===== src/rtl/branch_history_predictor.sv =====
// branch_history_predictor
// gshare-style conditional-branch predictor. A table of 2-bit saturating
// counters is indexed by pc[INDEX_BITS+1:2] XOR the global history. The
// fetch stage receives a registered prediction one cycle after its request.
// The execute stage trains the table and the (non-speculative) history with
// resolved outcomes. After reset, a sweep writes every counter to weak
// not-taken before the predictor reports ready.

module branch_history_predictor #(
  parameter int INDEX_BITS = 6,
  parameter int GHR_BITS   = 4
) (
  input  logic                clk,
  input  logic                reset,
  output logic                ready,
  input  logic                predict_req,
  input  logic [31:0]         predict_pc,
  output logic                predict_valid,
  output logic                predict_taken,
  output logic [GHR_BITS-1:0] predict_ghr,
  input  logic                update_valid,
  input  logic [31:0]         update_pc,
  input  logic [GHR_BITS-1:0] update_ghr,
  input  logic                update_taken,
  input  logic                update_pred,
  output logic                mispredict,
  output logic [31:0]         branch_count,
  output logic [31:0]         mispredict_count
);

  localparam int DEPTH = 1 << INDEX_BITS;

  localparam logic [0:0] ST_INIT  = 1'b0;
  localparam logic [0:0] ST_READY = 1'b1;

  localparam logic [1:0] CTR_WEAK_NT = 2'b01;

  // History must fit inside the index it is folded into.
  if (GHR_BITS > INDEX_BITS || GHR_BITS < 1) begin : g_bad_params
    $error("branch_history_predictor: GHR_BITS must be in 1..INDEX_BITS");
  end

  logic [0:0]            state_q;
  logic [INDEX_BITS-1:0] sweep_ptr;
  logic [GHR_BITS-1:0]   ghr;
  logic [GHR_BITS:0]     ghr_shifted;

  logic [1:0]            pht [DEPTH];

  logic                  in_ready;
  logic                  lookup_accept;
  logic                  update_accept;
  logic                  update_wrong;
  logic [INDEX_BITS-1:0] lookup_idx;
  logic [INDEX_BITS-1:0] update_idx;
  logic [1:0]            update_ctr;
  logic [1:0]            update_ctr_next;

  logic                  pht_we;
  logic [INDEX_BITS-1:0] pht_waddr;
  logic [1:0]            pht_wdata;

  // Only the PC bits that select a table entry are used; the byte offset
  // and the high bits are intentionally ignored.
  logic unused_pc_bits;
  assign unused_pc_bits = ^{predict_pc[31:INDEX_BITS+2], predict_pc[1:0],
                            update_pc[31:INDEX_BITS+2], update_pc[1:0]};

  assign in_ready      = (state_q == ST_READY);
  assign ready         = in_ready;
  assign lookup_accept = predict_req  & in_ready;
  assign update_accept = update_valid & in_ready;
  assign update_wrong  = update_taken ^ update_pred;

  // Lookups fold in the live history; updates fold in the snapshot that was
  // handed out with the prediction, so both land on the same entry.
  assign lookup_idx = predict_pc[INDEX_BITS+1:2] ^ INDEX_BITS'(ghr);
  assign update_idx = update_pc[INDEX_BITS+1:2]  ^ INDEX_BITS'(update_ghr);

  assign update_ctr  = pht[update_idx];
  assign ghr_shifted = {ghr, update_taken};

  // Saturating increment on taken, saturating decrement on not-taken.
  always_comb begin
    update_ctr_next = update_ctr;
    if (update_taken) begin
      if (update_ctr != 2'b11) begin
        update_ctr_next = update_ctr + 2'b01;
      end
    end else begin
      if (update_ctr != 2'b00) begin
        update_ctr_next = update_ctr - 2'b01;
      end
    end
  end

  // Single table write port, shared between the init sweep and training.
  always_comb begin
    pht_we    = 1'b0;
    pht_waddr = sweep_ptr;
    pht_wdata = CTR_WEAK_NT;
    if (!reset) begin
      if (state_q == ST_INIT) begin
        pht_we = 1'b1;
      end else if (update_accept) begin
        pht_we    = 1'b1;
        pht_waddr = update_idx;
        pht_wdata = update_ctr_next;
      end
    end
  end

  // INIT/READY sequencing: sweep every entry once, then serve requests.
  always_ff @(posedge clk) begin
    if (reset) begin
      state_q   <= ST_INIT;
      sweep_ptr <= '0;
    end else if (state_q == ST_INIT) begin
      sweep_ptr <= sweep_ptr + 1'b1;
      if (&sweep_ptr) begin
        state_q <= ST_READY;
      end
    end
  end

  // Counter table storage; no reset so it can map onto block RAM.
  always_ff @(posedge clk) begin
    if (pht_we) begin
      pht[pht_waddr] <= pht_wdata;
    end
  end

  // Registered lookup; reads the pre-update counter on an index collision.
  always_ff @(posedge clk) begin
    if (reset) begin
      predict_valid <= 1'b0;
      predict_taken <= 1'b0;
      predict_ghr   <= '0;
    end else begin
      predict_valid <= lookup_accept;
      if (lookup_accept) begin
        predict_taken <= pht[lookup_idx][1];
        predict_ghr   <= ghr;
      end
    end
  end

  // Global history shifts in resolved outcomes only.
  always_ff @(posedge clk) begin
    if (reset) begin
      ghr <= '0;
    end else if (update_accept) begin
      ghr <= ghr_shifted[GHR_BITS-1:0];
    end
  end

  // Branch and mispredict statistics, saturating at all-ones.
  always_ff @(posedge clk) begin
    if (reset) begin
      mispredict       <= 1'b0;
      branch_count     <= '0;
      mispredict_count <= '0;
    end else begin
      mispredict <= update_accept & update_wrong;
      if (update_accept && (branch_count != 32'hFFFF_FFFF)) begin
        branch_count <= branch_count + 32'd1;
      end
      if (update_accept && update_wrong &&
          (mispredict_count != 32'hFFFF_FFFF)) begin
        mispredict_count <= mispredict_count + 32'd1;
      end
    end
  end

endmodule


===== config.mk =====
export PLATFORM = sky130hd
export DESIGN_NAME = branch_history_predictor
export DESIGN_NICKNAME = d
export VERILOG_FILES = /design/src/rtl/branch_history_predictor.sv
export SDC_FILE = /design/constraint.sdc
export NUM_CORES = 1
export LEC_CHECK = 0
export CORE_ASPECT_RATIO = 0.7
export CORE_UTILIZATION = 56
export CTS_CLUSTER_SIZE = 25
export DETAILED_ROUTE_END_ITERATION = 10
export DONT_BUFFER_PORTS = 1
export PLACE_DENSITY = 0.81
export SETUP_SLACK_MARGIN = 0.2
export SLEW_MARGIN = 20
export SYNTH_ARGS = -nofsm -noshare
export SYNTH_HDL_FRONTEND = slang
export SYNTH_SLANG_ARGS = --single-unit

===== constraint.sdc =====
create_clock -name clk -period 7 [get_ports clk]
set_input_delay 1.05 -clock clk [delete_from_list [all_inputs] [get_ports clk]]
set_output_delay 1.05 -clock clk [all_outputs]
set_load 0.02 [all_outputs]

==> metrics.cfg <==
[outcome]
outcome = completed

[job]
maxCapViolations = 0

[detailed_routing]
drc = 0
wl_per_cell_um = 21.8
ant_nets = 0
drtPass1Iterations = 9
routed_wl_um = 22400
via_count = 6556
avgViaCountPerCell = 6.37
drt_iter0_markers = 865

[placement]
gp_congestion = 0.867
numPortBuffers = 0
dp_hpwl_um = 15200

[yosys]
synthArstFlopShare_pct = 0
syn_area_mm2 = 0.00969
yosys.area.top_type = edfxtp_1
synth_nets = 866
ys_types = 54
synth.yosys.seq_area_share_pct = 56.6
synth_most_common_cell = nor2_1
synth_top_area_share_pct = 39.7
ys_ff_latch = 210
yosys_warnings = 0
syn_inst = 789
syn_area_per_cell_um2 = 12.3
synth_edf_count = 128
synthTopCellsByArea = edfxtp_1, dfxtp_1, mux4_2, nor2_1, mux4_1
ys_top_cells_by_count = nor2_1, edfxtp_1, dfxtp_1
synth_top_flop_cell = edfxtp_1

[timing]
finalCritPeriodShare_pct = 61.3
tightest_slew_ps = 1040
totalNegativeSetupSlack_ps = 0
setup_viol = 0
fmaxAchievable_mhz = 233
period_minus_slack_ps = 4290
grt_setup_unrepaired = no
hold_violations = 0
slew_violations = 0
fin_skew_ps = 12.5
maxSlewHeadroom_pct = 30.4

[die]
initial_utilization_pct = 58.2
rows = 39
pin_count = 146
fp.dieH_um = 112
dieArea_mm2 = 0.0178
die_w_um = 159
coreArea_mm2 = 0.0166

[grt]
grt_pass1_vias = 6309
grt_pass1_wl_um = 34800
antenna_found_initial = 0
overflow = 0
grt_max_degree = 86
track_usage_pct = 25.3

[final_layout]
syn_to_final_growth_pct = 9.75
layout.nets = 869
num_antenna_cells = 0
utilization_pct = 63.9
drive_above_1_share_pct = 10.1

[worst_setup_path]
path_class = in -> reg
crit_fanout = 41
worst_setup_path_start_kind = primary input
cp-end-kind = flop
crit_required_ps = 7300
arrival_ps = 4600

[clock_tree]
cts_made_buffers = 20
clk-insertion-delay-late_ps = 500
cts_root_buf = clkbuf_16
clock_path_buffers = 3
clk_pin_slew_ps = 60
cts_hold_buffers = 0
postCtsSetupBuffers = 0
cts_resized = 0
cts-htree-levels = 1
cts_sinks = 210
cts_tree = yes

[pwr]
power_per_cell_area_mw_per_mm2 = 239
p_leak_nw = 3.65
peakVddDrop_uv = 209

[hold_path]
hold_path_class = reg -> reg

[worst max-delay path: stages]
cell     delay (ps)
xor2_4          500
buf_16          230
buf_4           200
mux4_2          510
a22oi_1         230
a21oi_1         170
nor4_2          270
a21oi_1         160
o21ai_4         820
buf_4           410
[flip-flops by register name, summed over array words and instances (netlist names)]
name	count
pht	128
branch_count	32
mispredict_count	32
sweep_ptr	6
ghr	4
predict_ghr	4
mispredict	1
predict_taken	1
predict_valid	1
ready	1
[layout make-up]
cell class                      count  area (um2)
Sequential cell                   210        5490
Tap cell                          225         282
Clock inverter                      8        90.1
Fill cell                        1202        6000
Inverter                           12        45.0
Clock buffer                       27         589
Timing Repair Buffer                9        87.6
Multi-Input combinational cell    539        4060
[worst paths after layout]
check | from | to | slack (ps) | cells after the start
max | update_ghr[0] | pht[1][0] | 2710 | 10
min | ghr[2] | ghr[2] | 500 | 2
max reg2reg | pht[9][0] | pht[1][0] | 3710 | 7
min reg2reg | ghr[2] | ghr[2] | 500 | 2
[routing by layer]
metal / up-vias / global-route usage (%) / routed length [um]
met5: - / 0 / 0
met4: 0 / 8.27 / 577
met3: 42 / 6.98 / 2140
met2: 317 / 37.5 / 9940
met1: 3234 / 36.4 / 9750
li1: 2963 / - / -
[stage by stage]
stage | std cells | power (mW) | area [um2] | hold slack, ps | setup slack [ps]
finish | 1030 | 2.54 | 10600 | 499 | 2710
CTS | 1029 | 2.54 | 10600 | 501 | 2450
floorplan | 789 | 1.43 | 9690 | 462 | 2020
global placement | 994 | 1.45 | 9930 | 468 | 2080
global route | 1030 | 2.60 | 10600 | 531 | 2430
detailed placement | 994 | 1.45 | 9930 | 492 | 1990
[power by group]
group | internal (mW) | total [mW] | switching, mW
Combinational | 0.0541 | 0.124 | 0.0698
Clock | 0.664 | 1.11 | 0.448
Sequential | 1.30 | 1.30 | 0.00381
Total | 2.02 | 2.54 | 0.522
[cell usage in the layout (no fill, tap or decap), types with 15 or more instances in the layout]
master / netlist / final
nand3_1: 28 / 28
clkbuf_16: 0 / 22
a22oi_1: 15 / 15
nor2_1: 150 / 149
nand4_1: 21 / 21
nand2_1: 68 / 68
a21oi_1: 27 / 27
mux4_2: 32 / 32
mux4_1: 20 / 20
xnor2_1: 31 / 31
xor2_1: 35 / 34
dfxtp_1: 82 / 82
edfxtp_1: 128 / 128
[kinds of logic after synthesis]
group | synth area share, %
compound gates | 5.33
flops | 56.6
xor+xnor | 6.30
mux | 13.4
simple gates | 15.9
fa+ha+maj | 0.491
buf+inv | 2.04
Note: power is estimated with default switching activity, not from simulation.
